**config.mk**
```make
export PLATFORM = sky130hd
export DESIGN_NAME = pcileech_cfg_func_arbiter
export DESIGN_NICKNAME = d
export VERILOG_FILES = /design/src/rtl/pcileech_cfg_func_arbiter.sv
export SDC_FILE = /design/constraint.sdc
export NUM_CORES = 1
export LEC_CHECK = 0
export BUFFER_PORTS_ARGS = -buffer_cell sky130_fd_sc_hd__buf_2
export CELL_PAD_IN_SITES_DETAIL_PLACEMENT = 2
export CELL_PAD_IN_SITES_GLOBAL_PLACEMENT = 2
export CORE_AREA = 5 5 291 293
export CTS_CLUSTER_DIAMETER = 150
export DETAILED_ROUTE_END_ITERATION = 10
export DIE_AREA = 0 0 296 298
export PLACE_DENSITY_LB_ADDON = 0.12
export SYNTH_ARGS = -nofsm -noshare
export SYNTH_HDL_FRONTEND = slang
export SYNTH_SLANG_ARGS = --single-unit
export TNS_END_PERCENT = 50
```
**constraint.sdc**
```tcl
create_clock -name clk_pcie -period 7.04 [get_ports clk_pcie]
set_input_delay 0.352 -clock clk_pcie [delete_from_list [all_inputs] [get_ports clk_pcie]]
set_output_delay 0.352 -clock clk_pcie [all_outputs]
set_load 0.1 [all_outputs]
```
**src/rtl/pcileech_cfg_func_arbiter.sv**
```systemverilog
// Round-robin arbiter sharing one multi-function config-space port.
// One access in flight: accept -> memory access -> completion handshake.
`timescale 1ns/1ps

module pcileech_cfg_func_arbiter #(
    parameter int NUM_REQ    = 8,
    parameter int RD_LATENCY = 2
) (
    input  logic                    clk_pcie,
    input  logic                    rst_n,
    input  logic [7:0]              func_mask,
    input  logic [NUM_REQ-1:0]      req_valid,
    output logic [NUM_REQ-1:0]      req_ready,
    input  logic [NUM_REQ-1:0]      req_wr,
    input  logic [NUM_REQ*10-1:0]   req_addr,
    input  logic [NUM_REQ*4-1:0]    req_be,
    input  logic [NUM_REQ*32-1:0]   req_wdata,
    input  logic [NUM_REQ*8-1:0]    req_tag,
    input  logic [NUM_REQ*16-1:0]   req_reqid,
    output logic                    mem_en,
    output logic                    mem_wr,
    output logic [2:0]              mem_func,
    output logic [9:0]              mem_addr,
    output logic [3:0]              mem_be,
    output logic [31:0]             mem_wdata,
    input  logic [31:0]             mem_rdata,
    output logic                    cpl_valid,
    input  logic                    cpl_ready,
    output logic [2:0]              cpl_func,
    output logic                    cpl_tlpwr,
    output logic [2:0]              cpl_status,
    output logic [7:0]              cpl_tag,
    output logic [15:0]             cpl_reqid,
    output logic [31:0]             cpl_data,
    output logic [15:0]             ur_count
);

    typedef enum logic [1:0] {
        IDLE  = 2'd0,
        ISSUE = 2'd1,
        WAIT  = 2'd2,
        RESP  = 2'd3
    } state_t;

    localparam logic [1:0] LAT_INIT = 2'(RD_LATENCY - 1);
    localparam logic [3:0] NREQ4    = 4'(NUM_REQ);

    state_t      state;
    state_t      state_nx;

    logic [2:0]  rr_ptr;
    logic [2:0]  win;
    logic [2:0]  win_nx;
    logic        found;
    logic [3:0]  scan;

    logic [2:0]  func_q;
    logic        wr_q;
    logic [9:0]  addr_q;
    logic [3:0]  be_q;
    logic [31:0] wdata_q;
    logic [7:0]  tag_q;
    logic [15:0] reqid_q;
    logic [31:0] data_q;
    logic        ur_q;
    logic [1:0]  lat_cnt;

    // Scan upward from rr_ptr, wrapping at NUM_REQ.
    always_comb begin
        found = 1'b0;
        win   = '0;
        scan  = '0;
        for (int k = 0; k < NUM_REQ; k++) begin
            scan = {1'b0, rr_ptr} + 4'(k);
            if (scan >= NREQ4)
                scan = scan - NREQ4;
            if (!found && req_valid[scan[2:0]]) begin
                found = 1'b1;
                win   = scan[2:0];
            end
        end
    end

    assign win_nx = (int'(win) == NUM_REQ - 1) ? 3'd0 : win + 3'd1;

    always_comb begin
        req_ready = '0;
        if (state == IDLE && found)
            req_ready[win] = 1'b1;
    end

    always_ff @(posedge clk_pcie or negedge rst_n) begin
        if (!rst_n)
            state <= IDLE;
        else
            state <= state_nx;
    end

    always_comb begin
        state_nx = state;
        unique case (state)
            IDLE: begin
                if (found)
                    state_nx = ISSUE;
            end
            ISSUE: begin
                if (!func_mask[func_q] || wr_q)
                    state_nx = RESP;
                else
                    state_nx = WAIT;
            end
            WAIT: begin
                if (lat_cnt == 2'd0)
                    state_nx = RESP;
            end
            RESP: begin
                if (cpl_ready)
                    state_nx = IDLE;
            end
            default: state_nx = IDLE;
        endcase
    end

    always_ff @(posedge clk_pcie or negedge rst_n) begin
        if (!rst_n) begin
            rr_ptr   <= '0;
            func_q   <= '0;
            wr_q     <= 1'b0;
            addr_q   <= '0;
            be_q     <= '0;
            wdata_q  <= '0;
            tag_q    <= '0;
            reqid_q  <= '0;
            data_q   <= '0;
            ur_q     <= 1'b0;
            lat_cnt  <= '0;
            ur_count <= '0;
        end else begin
            unique case (state)
                IDLE: begin
                    if (found) begin
                        rr_ptr  <= win_nx;
                        func_q  <= win;
                        wr_q    <= req_wr[win];
                        addr_q  <= req_addr[10*win +: 10];
                        be_q    <= req_be[4*win +: 4];
                        wdata_q <= req_wdata[32*win +: 32];
                        tag_q   <= req_tag[8*win +: 8];
                        reqid_q <= req_reqid[16*win +: 16];
                    end
                end
                ISSUE: begin
                    ur_q   <= ~func_mask[func_q];
                    data_q <= '0;
                    if (func_mask[func_q] && !wr_q)
                        lat_cnt <= LAT_INIT;
                end
                WAIT: begin
                    if (lat_cnt == 2'd0)
                        data_q <= mem_rdata;
                    else
                        lat_cnt <= lat_cnt - 2'd1;
                end
                RESP: begin
                    if (cpl_ready && ur_q && ur_count != 16'hFFFF)
                        ur_count <= ur_count + 16'd1;
                end
                default: ;
            endcase
        end
    end

    // mem_* and cpl_* are forced to zero outside their active states.
    always_comb begin
        mem_en     = 1'b0;
        mem_wr     = 1'b0;
        mem_func   = '0;
        mem_addr   = '0;
        mem_be     = '0;
        mem_wdata  = '0;
        cpl_valid  = 1'b0;
        cpl_func   = '0;
        cpl_tlpwr  = 1'b0;
        cpl_status = '0;
        cpl_tag    = '0;
        cpl_reqid  = '0;
        cpl_data   = '0;
        if (state == ISSUE && func_mask[func_q]) begin
            mem_en    = 1'b1;
            mem_wr    = wr_q;
            mem_func  = func_q;
            mem_addr  = addr_q;
            mem_be    = be_q;
            mem_wdata = wr_q ? wdata_q : 32'd0;
        end
        if (state == RESP) begin
            cpl_valid  = 1'b1;
            cpl_func   = func_q;
            cpl_tlpwr  = wr_q;
            cpl_status = {2'b00, ur_q};
            cpl_tag    = tag_q;
            cpl_reqid  = reqid_q;
            cpl_data   = data_q;
        end
    end

endmodule

```
Yosys cells after proc, flatten, opt, wreduce, memory -nomap -nowiden
Index checks and enable logic that the tools add are counted.
{ "totals": {"register_bits": 130, "in_bits": 619, "output_inout_bits": 139, "word_cells": 170} }
{ "classes": {"addsub": 18, "mul": 1, "order_cmp": 19, "eq_ne": 10, "n_shift": 5, "mux": 72, "n_bitwise": 1, "reduce_logical": 31} }
{ "ops": {"columns": ["cell", "count"], "rows": [
  ["256-bit by 9-bit variable part select with 32-bit output", 1],
  ["32-bit two-way mux", 4],
  ["128-bit by 8-bit variable part select with 16-bit output", 1],
  ["80-bit by 8-bit variable part select with 10-bit output", 1],
  ["32-bit one-hot mux with 2 select lines", 1],
  ["64-bit by 7-bit variable part select with 8-bit output", 1],
  ["3-bit two-way mux", 19],
  ["3-bit by 4-bit less-than comparator with 1-bit output, second input constant", 10],
  ["32-bit by 6-bit variable part select with 4-bit output", 1],
  ["1-bit binary-select mux with 3-bit select", 10],
  ["4-bit >= comparator, second input constant", 7],
  ["1-bit two-way mux", 25],
  ["3-bit by 1-bit subtractor with 3-bit output, second input constant", 8],
  ["16-bit by 1-bit adder with 16-bit output, second input constant", 1],
  ["3-bit by 3-bit adder with 4-bit output, second input constant", 4],
  ["16-bit two-way mux", 1],
  ["8-bit two-way mux", 2],
  ["16-bit inequality test, second input constant", 1],
  ["1-bit logical AND", 13],
  ["10-bit two-way mux", 1],
  ["2-bit two-way mux", 5],
  ["2-bit inequality test, second input constant", 5],
  ["1-bit zero test", 9],
  ["3-bit by 2-bit adder with 4-bit output, second input constant", 2],
  ["19 further kinds", 24]
]} }

Longest topological paths before layout
Gate-level depths: netlist (run 1).
{ "depth": {"ltp_word": 31, "depth_mapped": 18, "depth_no_buf": 11} }

Worst setup path before layout (run 1)
OpenSTA, ideal clock, no wires.
{ "synth_timing": {"kind": "reg2out", "start": "reg rr_ptr[0]", "end": "out req_ready[1]", "t_arrival_ns": 4.773, "required_time_ns": 6.688, "slack_ns": 1.915, "path_stages_with_launch": 16, "n_path_buf": 5, "cell_sequence": "dfrtp_1 -> buf_6 -> clkbuf_1 -> inv_1 -> ha_1 -> buf_6 -> mux2_4 -> mux4_2 -> o21a_1 -> o31a_1 -> o221ai_1 -> and3_1 -> buf_2 -> nand2_2 -> clkbuf_1 -> nor2_1"} }
{ "synth_via": {"elab_chain_cells": 31, "elab_cells_between_ends": 84, "cone_classes": "add/sub: 15; order compare: 10; mux: 43; reduce/logical: 16"} }
{ "synth_lines": {"columns": ["item", "line", "text"], "rows": [
  ["start, declared", "51", "logic [2:0] rr_ptr;"],
  ["start signal, assigned", "142", "rr_ptr <= win_nx;"],
  ["branches (longest 30 deep; another with 3-bit by 1-bit adder with 4-bit output)", null, null],
  ["8-bit two-way mux (*)", "88", "if (state == IDLE && found)"],
  ["end, declared", "13", "output logic [NUM_REQ-1:0] req_ready,"]
]} }
Mark *: on every way between the ends. The select of a mux whose other input is x is not followed.

Worst setup path after layout (run 1)
{ "layout_timing": {"start": "reg rr_ptr[0]", "end": "out req_ready[2]"} }
The elaborated chain is that of the path after synthesis.

==> results of run 1 <==
Yosys cell counts (all sizes together) (5+ instances only):
cell    count
nand4       5
ha          8
buf        59
a21oi      16
o22ai      26
nor2       23
o22a       48
a22o       33
inv        13
and2       84
nand3      12
xor2        9
xnor2       9
o21ai      15
a221o      23
nand2b      6
mux2i     302
and3       40
clkbuf     42
mux4       13
o211ai     50
dfrtp     130
mux2       55
nand2      86
worst reg2reg max path, stage by stage (launching register included):
cell and delay [ns]:
sky130_fd_sc_hd__dfrtp_1 0.91, sky130_fd_sc_hd__inv_1 0.16, sky130_fd_sc_hd__ha_1 0.69, sky130_fd_sc_hd__mux4_2 0.66
sky130_fd_sc_hd__mux2i_1 0.25, sky130_fd_sc_hd__and2_1 0.29, sky130_fd_sc_hd__nand3_1 0.24, sky130_fd_sc_hd__o31a_1 0.44
sky130_fd_sc_hd__and3_2 0.48, sky130_fd_sc_hd__nand2_2 0.22, sky130_fd_sc_hd__buf_4 0.55, sky130_fd_sc_hd__o22ai_1 0.15
sky130_fd_sc_hd__or4_1 0.49
worst max-delay path by stage:
stage	from	endpoint	slack (ns)	depth (start not counted)
3_3_place_gp	rr_ptr[0]	tag_q[2]	1.37	12
6_report	rr_ptr[0]	req_ready[2]	1.02	11
4_1_cts	rr_ptr[0]	req_ready[4]	0.82	11
3_5_place_dp	rr_ptr[0]	tag_q[2]	1.25	12
2_1_floorplan	rr_ptr[0]	req_ready[1]	1.92	15
5_1_grt	rr_ptr[0]	req_ready[4]	0.54	11
routing by layer:
metal | up-vias | wire length [µm]
li1 | 5773 | -
met4 | 16 | 703
met1 | 6226 | 29400
met2 | 440 | 40900
met5 | - | 128
met3 | 67 | 5370
power breakdown:
group          internal, mW  switching (mW)
Sequential             1.07           0.269
Combinational          3.41            5.60
Clock                 0.511           0.475
Total                  4.99            6.34
repair_timing:
action                                 in CTS  in global routing
setup endpoints to repair                   0                  0
endpoints found under the hold margin      17                  0
hold buffers                                1                  0
flip-flops by register name, summed over array words and instances (netlist names), 3 cells and up:
signal and count:
data_q 32, wdata_q 32, reqid_q 16, ur_count 16
addr_q 10, tag_q 8, be_q 4, func_q 3
rr_ptr 3
cells by family after synthesis:
group,Yosys count
multiplexers,370
AND/OR/NAND/NOR,273
AO/OA/AOI/OAI,242
flip-flops,130
buffers and inverters,114
XOR/XNOR,18
adder cells (fa/ha/maj),8
other,1
per-stage QoR:
step | instance area, µm² | hold slack [ns] | worst slack (ns)
after floorplan | 11700 | 0.0564 | 1.92
after global placement | 16500 | 0.466 | 1.37
after detailed placement | 16500 | 0.467 | 1.25
after CTS | 17100 | 0.0396 | 0.818
after global routing | 17100 | 0.0490 | 0.543
final | 17100 | 0.0973 | 1.02
cell type report:
class	count	area (µm²)	area share, %
flip-flops and latches	130	3250	19.0
inverters	13	48.8	0.285
multi-input cells	913	7820	45.7
clock buffers	17	425	2.49
diodes	12	30.0	0.175
clock inverters	15	186	1.09
repair buffers	780	4010	23.4
well taps	1070	1340	7.82
==> summary.json, run 1 <==
{
  "detail_route.wl_per_cell": {"value": 25.9, "unit": "µm"},
  "main_combinational_cell_family_by_area_after_synthesis": {"value": "multiplexers"},
  "power_per_cell_area": {"value": 662, "unit": "nW/µm²"},
  "synthAdderAreaFrac": {"value": 0.859, "unit": "%"},
  "insertion_delay": {"value": 0.48, "unit": "ns"},
  "post_route_cells_drive_above_1_share": {"value": 50.3, "unit": "%"},
  "globalRouteMet3Util": {"value": 4.80, "unit": "%"},
  "placed_cells": {"value": 2905},
  "i_o_pins": {"value": 758},
  "globalRouteMet2Util": {"value": 31.8, "unit": "%"},
  "gp_congestion": {"value": 0.780},
  "design.final.nets": {"value": 2482},
  "cap_viol_max_count": {"value": 0},
  "ys_seq_area_share": {"value": 27.9, "unit": "%"},
  "clock_tree.buffer_depth": {"value": 2},
  "critical_path_arrival": {"value": 5.67, "unit": "ns"},
  "timing.reg2reg.worst_path_depth": {"value": 12},
  "detail_route.first_pass.iterations": {"value": 4},
  "fillers": {"value": 9460},
  "synth_area_leader_cell": {"value": "sky130_fd_sc_hd__dfrtp_1"},
  "ys_top_cells_by_area": {"value": "sky130_fd_sc_hd__dfrtp_1 28%, sky130_fd_sc_hd__mux2i_1 26%, sky130_fd_sc_hd__mux2_2 4.9%"},
  "numClockSinks": {"value": 130},
  "synthesis.instances": {"value": 1156},
  "clock_skew": {"value": 0.00956, "unit": "ns"},
  "cp_slowest_stage_delay": {"value": 0.91, "unit": "ns"},
  "critPathMaxFanout": {"value": 25},
  "first_global_vias": {"value": 14300},
  "detailed_place_hpwl": {"value": 61900, "unit": "µm"},
  "ctsHtreeMaxLevel": {"value": 4},
  "synth_seq_cells": {"value": 130},
  "floorplan.rows": {"value": 105},
  "timing_max_transition_violations_final": {"value": 0},
  "synth.area.mux_share": {"value": 33.9, "unit": "%"},
  "finalSetupViolations": {"value": 0},
  "met1_usage_grt": {"value": 18.5, "unit": "%"},
  "grt_pass1_wl": {"value": 106000, "unit": "µm"},
  "rsz0062_at_grt": {"value": "no"},
  "p_leak": {"value": 8.92, "unit": "nW"},
  "core": {"value": 81600, "unit": "µm²"},
  "synth_cell_types": {"value": 61},
  "cp_slowest_cell": {"value": "sky130_fd_sc_hd__dfrtp_1"},
  "initial_utilization": {"value": 14.3, "unit": "%"},
  "r2r_end": {"value": "tag_q[2]"},
  "critPathKind": {"value": "flop to output pin"},
  "worst_r2r_startpoint": {"value": "rr_ptr[0]"},
  "detailedRoute.firstIterationViolations": {"value": 442},
  "clk_root_buffer_cell": {"value": "sky130_fd_sc_hd__clkbuf_16"},
  "worst_hold_startpoint": {"value": "mem_rdata[29]"},
  "crit_path_buffers_inverters": {"value": 2},
  "final_antenna_net_count": {"value": 0},
  "commonest_register_cell_after_synthesis": {"value": "sky130_fd_sc_hd__dfrtp_1"},
  "fin_crit_sh": {"value": 85.5, "unit": "%"},
  "hold_violations": {"value": 0},
  "grt.busiest_layer": {"value": "met2"},
  "antenna_found_initial": {"value": 42},
  "fin_crit": {"value": 6.02, "unit": "ns"},
  "cts_tree": {"value": "yes"},
  "compound_gate_fraction_of_synth_area": {"value": 18.3, "unit": "%"},
  "final_core_utilization": {"value": 21.0, "unit": "%"},
  "port-buffer-count": {"value": 755},
  "cpLargestDelayFamily": {"value": "simple AND/OR/NAND/NOR gates"},
  "postCtsSetupRepairBufs": {"value": 0},
  "most-common-layout-cells": {"value": "754 x sky130_fd_sc_hd__buf_2, 302 x sky130_fd_sc_hd__mux2i_1, 129 x sky130_fd_sc_hd__dfrtp_1"},
  "dieWidth": {"value": 296, "unit": "µm"},
  "synthXorXnorAreaFrac": {"value": 1.35, "unit": "%"},
  "post_synth_instance_area": {"value": 11700, "unit": "µm²"},
  "timing.critical_path.required": {"value": 6.69, "unit": "ns"},
  "synth_top_area_share": {"value": 27.9, "unit": "%"},
  "type_of_the_most_critical_hold_path": {"value": "input port to flop"},
  "totalNegativeSetupSlack": {"value": 0, "unit": "ns"},
  "timing.reg2reg.setup_slack": {"value": 1.39, "unit": "ns"},
  "worst_hold_path.endpoint": {"value": "data_q[29]"},
  "post_synth_and_or_nand_nor_area_fraction": {"value": 12.4, "unit": "%"},
  "finalWirelength": {"value": 76500, "unit": "µm"},
  "finalNonFillerCells": {"value": 2950},
  "dr_total_vias": {"value": 12500},
  "synthToLayoutAreaGrowth": {"value": 46.9, "unit": "%"},
  "asyncSetResetFlopFracSynth": {"value": 100, "unit": "%"},
  "track_usage": {"value": 16.6, "unit": "%"},
  "fmax": {"value": 166, "unit": "MHz"},
  "synth-edff-count": {"value": 0},
  "power.total": {"value": 11.3, "unit": "mW"},
  "timing.critical_path.from_type": {"value": "flop"},
  "path_cells": {"value": "inv_1, ha_1, mux2_4, mux4_2, o21a_1, o31a_1, o221ai_1, and3_2, nand2_2, nor2_1, buf_2"},
  "total_clock_buffers_created_by_cts": {"value": 17},
  "postSynthAreaPerCell": {"value": 10.1, "unit": "µm²"},
  "vdd_ir_drop_max": {"value": 0.375, "unit": "mV"},
  "end_kind": {"value": "output pin"},
  "die-area": {"value": 88200, "unit": "µm²"},
  "whs_path_depth": {"value": 2},
  "grt_overflow": {"value": 0},
  "run_status": {"value": "complete, no violations"},
  "largest_net_degree_at_the_start_of_global_routing": {"value": 78},
  "layout_commonest_cell": {"value": "sky130_fd_sc_hd__buf_2"},
  "slew_headroom": {"value": 28.6, "unit": "%"},
  "vias_cell": {"value": 4.24},
  "die-height": {"value": 298, "unit": "µm"},
  "number_of_gates_resized_after_cts": {"value": 0},
  "yosys_warnings": {"value": 0},
  "clkTransAtPathRegs": {"value": 0.08, "unit": "ns"},
  "worstMarginPinSlew": {"value": 1.07, "unit": "ns"},
  "drc_errors": {"value": 0}
}
Note: power is estimated with default switching activity, not from simulation.
==> run 2, diff against run 1 <==
- PLACE_DENSITY_LB_ADDON: 0.12 -> 0.1
==> run 2 against run 1 <==
Compared with the run above: maximum frequency decreased by 6.3%; worst hold slack improved by 0.0037 ns; first-iteration DRC count shrank 7.7%; non-clock buffer count up 1; combinational power increased by 2%; cell count increased by 0.47%; design area up 0.28%; core utilization increased by 0.058 points; sequential share of layout area barely moved; clock power barely moved; routed wire length increased by 2.1%; sequential cell count is the same; critical endpoint is now req_ready[3].
==> summary.json, run 2 (synthesized netlist as in run 1, its figures left out) <==
{
  "total_switching_power": {"value": 6.45, "unit": "mW", "change": "+1.7%"},
  "vias_cell": {"value": 4.22, "change": "-0.61%"},
  "die-height": {"value": 298, "unit": "µm", "change": "unchanged"},
  "worst_r2r_startpoint": {"value": "rr_ptr[1]"},
  "totalNegativeSetupSlack": {"value": 0, "unit": "ns", "change": "unchanged"},
  "antenna_found_initial": {"value": 42, "change": "unchanged"},
  "cap_viol_max_count": {"value": 0, "change": "unchanged"},
  "i_o_pins": {"value": 758, "change": "unchanged"},
  "detailedRoute.firstIterationViolations": {"value": 408, "change": "-7.7%"},
  "post_route_cells_drive_above_1_share": {"value": 50.3, "unit": "%", "change": "+0.080 points"},
  "cp_slowest_cell": {"value": "sky130_fd_sc_hd__and3_2"},
  "worst_hold_startpoint": {"value": "mem_rdata[26]"},
  "dieWidth": {"value": 296, "unit": "µm", "change": "unchanged"},
  "end_kind": {"value": "output pin"},
  "clk_root_buffer_cell": {"value": "sky130_fd_sc_hd__clkbuf_16"},
  "clkTransAtPathRegs": {"value": 0.07, "unit": "ns", "change": "about the same"},
  "final_antenna_net_count": {"value": 0, "change": "unchanged"},
  "floorplan.rows": {"value": 105, "change": "unchanged"},
  "initial_utilization": {"value": 14.3, "unit": "%", "change": "unchanged"},
  "detailed_place_hpwl": {"value": 63800, "unit": "µm", "change": "+3.1%"},
  "timing.critical_path.required": {"value": 6.69, "unit": "ns", "change": "about the same"},
  "fin_crit_sh": {"value": 91.2, "unit": "%", "change": "+5.7 points"},
  "cts_tree": {"value": "yes"},
  "most-common-layout-cells": {"value": "754 x sky130_fd_sc_hd__buf_2, 302 x sky130_fd_sc_hd__mux2i_1, 128 x sky130_fd_sc_hd__dfrtp_1"},
  "power_frac_comb": {"value": 79.8, "unit": "%", "change": "+0.3 points"},
  "hold_violations": {"value": 0, "change": "unchanged"},
  "clock_skew": {"value": 0.0105, "unit": "ns", "change": "+0.000944 ns"},
  "timing.critical_path.from_type": {"value": "flop"},
  "largest_net_degree_at_the_start_of_global_routing": {"value": 64, "change": "-18%"},
  "final_core_utilization": {"value": 21.0, "unit": "%", "change": "+0.058 points"},
  "place_ws": {"value": 0.685, "unit": "ns", "change": "-0.562 ns"},
  "crit_path_start": {"value": "rr_ptr[1]"},
  "insertion_delay": {"value": 0.47, "unit": "ns", "change": "about the same"},
  "finalWirelength": {"value": 78000, "unit": "µm", "change": "+2.1%"},
  "cp_slowest_stage_delay": {"value": 0.75, "unit": "ns", "change": "-0.16 ns"},
  "synthToLayoutAreaGrowth": {"value": 47.3, "unit": "%"},
  "die-area": {"value": 88200, "unit": "µm²", "change": "unchanged"},
  "port-buffer-count": {"value": 755, "change": "unchanged"},
  "timing_max_transition_violations_final": {"value": 0, "change": "unchanged"},
  "worstMarginPinSlew": {"value": 1.05, "unit": "ns", "change": "-0.0230 ns"},
  "vdd_ir_drop_max": {"value": 0.359, "unit": "mV", "change": "-4.0%"},
  "sequentialPowerShare": {"value": 11.6, "unit": "%", "change": "-0.2 points"},
  "grt_pass1_wl": {"value": 108000, "unit": "µm", "change": "+1.8%"},
  "clock_tree.buffer_depth": {"value": 2, "change": "unchanged"},
  "clockPowerShare": {"value": 8.6, "unit": "%", "change": "about the same"},
  "layout_commonest_cell": {"value": "sky130_fd_sc_hd__buf_2"},
  "run_status": {"value": "complete, no violations"},
  "critical_path_arrival": {"value": 6.07, "unit": "ns", "change": "+0.40 ns"},
  "track_usage": {"value": 17.0, "unit": "%", "change": "+0.39 points"},
  "detail_route.first_pass.iterations": {"value": 6, "change": "+2"},
  "finalSetupViolations": {"value": 0, "change": "unchanged"},
  "fillers": {"value": 9407, "change": "-0.56%"},
  "grt_overflow": {"value": 0, "change": "unchanged"},
  "gp_congestion": {"value": 0.788, "change": "+1.1%"},
  "rsz0062_at_grt": {"value": "no"},
  "detail_route.wl_per_cell": {"value": 26.3, "unit": "µm", "change": "+1.6%"},
  "design.final.nets": {"value": 2483, "change": "+0.040%"},
  "drc_errors": {"value": 0, "change": "unchanged"},
  "total_clock_buffers_created_by_cts": {"value": 17, "change": "unchanged"},
  "critPathMaxFanout": {"value": 32, "change": "+28%"},
  "first_global_vias": {"value": 14500, "change": "+1.8%"},
  "slew_headroom": {"value": 30.0, "unit": "%", "change": "+1.5 points"},
  "internal_power_contribution": {"value": 5.05, "unit": "mW", "change": "+1.1%"},
  "core": {"value": 81600, "unit": "µm²", "change": "unchanged"},
  "fmax": {"value": 156, "unit": "MHz", "change": "-6.3%"},
  "largest_registers": {"value": "data_q x32, wdata_q x32"},
  "switching_share_of_total_power": {"value": 56.1, "unit": "%", "change": "+0.14 points"},
  "power_per_cell_area": {"value": 670, "unit": "nW/µm²", "change": "+1.2%"},
  "type_of_the_most_critical_hold_path": {"value": "input port to flop"},
  "path_cells": {"value": "inv_1, ha_1, mux2_4, mux4_2, o21a_1, o31a_1, o221ai_1, and3_2, nand2_2, nor2_1, buf_2"},
  "post-route-worst-setup-slack": {"value": 0.617, "unit": "ns", "change": "-0.405 ns"},
  "dr_total_vias": {"value": 12500, "change": "-0.14%"},
  "fin_crit": {"value": 6.42, "unit": "ns", "change": "+0.405 ns"},
  "power.total": {"value": 11.5, "unit": "mW", "change": "+1.5%"},
  "numClockSinks": {"value": 130, "change": "unchanged"},
  "critPathKind": {"value": "flop to output pin"},
  "p_leak": {"value": 8.92, "unit": "nW", "change": "about the same"},
  "placed_cells": {"value": 2906, "change": "+0.034%"},
  "ctsHtreeMaxLevel": {"value": 4, "change": "unchanged"},
  "finalNonFillerCells": {"value": 2964, "change": "+0.47%"}
}
## run 2: changes by cell type in the layout (fill, tap and decap cells not counted), moves of 3 or more
cell                       previous run  this run
sky130_fd_sc_hd__inv_8                6         2
sky130_fd_sc_hd__clkinv_8             3         0
sky130_fd_sc_hd__inv_6                2         7
sky130_fd_sc_hd__diode_2             12        25
## run 2: final timing paths
kind                            slack [ns]            to  depth (start not counted)
min in group asynchronous             0.34   ur_count[4]                          2
max in group asynchronous             5.47   wdata_q[20]                          3
worst max-delay path                  0.62  req_ready[3]                         11
worst min register to register        0.48      tag_q[6]                          2
worst max register to register        1.36   wdata_q[23]                         12
worst min-delay path                  0.10    data_q[26]                          2
## run 2: through the flow
step / area [µm²] / hold slack (ns)
after CTS: 17100 / 0.0347
final: 17200 / 0.101
after global placement: 16500 / 0.288
after floorplan: 11700 / 0.0564
after global routing: 17100 / 0.0575
after detailed placement: 16500 / 0.286
## run 2: final cells by class
type                            instances  area [µm²]  share of cell area (%)
Multi-Input combinational cell        913        7820                    45.6
Sequential cell                       130        3260                    19.0
Tap cell                             1070        1340                    7.80
Timing Repair Buffer                  781        4030                    23.5
Clock inverter                         14         166                   0.970
Antenna cell                           25        62.6                   0.365
Inverter                               13        48.8                   0.284
Clock buffer                           18         439                    2.56
## run 2: critical path: cells and delay by family (launching register included)
kind	cells	cell delay (ns)
adders and majority gates	1	0.69
and+or+nand+nor	3	1.79
AOI/OAI and AO/OA	3	0.84
buffers and inverters	2	0.67
DFF	1	0.71
muxes	2	0.89
## run 2: timing repair
item,CTS,global route
resized for setup,0,1
hold buffers,1,0
setup endpoints to repair,0,1
setup buffers,0,0
endpoints found under the hold margin,30,0
## run 2: layer usage
layer,track usage (%),vias up,part of all wire (%)
met3,5.21,81,6.9
met2,31.7,421,53
met5,0,-,0.13
met4,5.01,16,1.9
met1,18.4,6198,38
li1,-,5789,-
## run 2: power by group through the flow
stage / logic (mW) / registers (mW) / clock network [mW]
finish: 9.18 / 1.34 / 0.984
global route: 9.86 / 1.39 / 1.07
CTS: 9.48 / 1.35 / 1.05
detailed placement: 9.46 / 1.35 / 0
global placement: 9.38 / 1.34 / 0
floorplan: 6.99 / 1.28 / 0
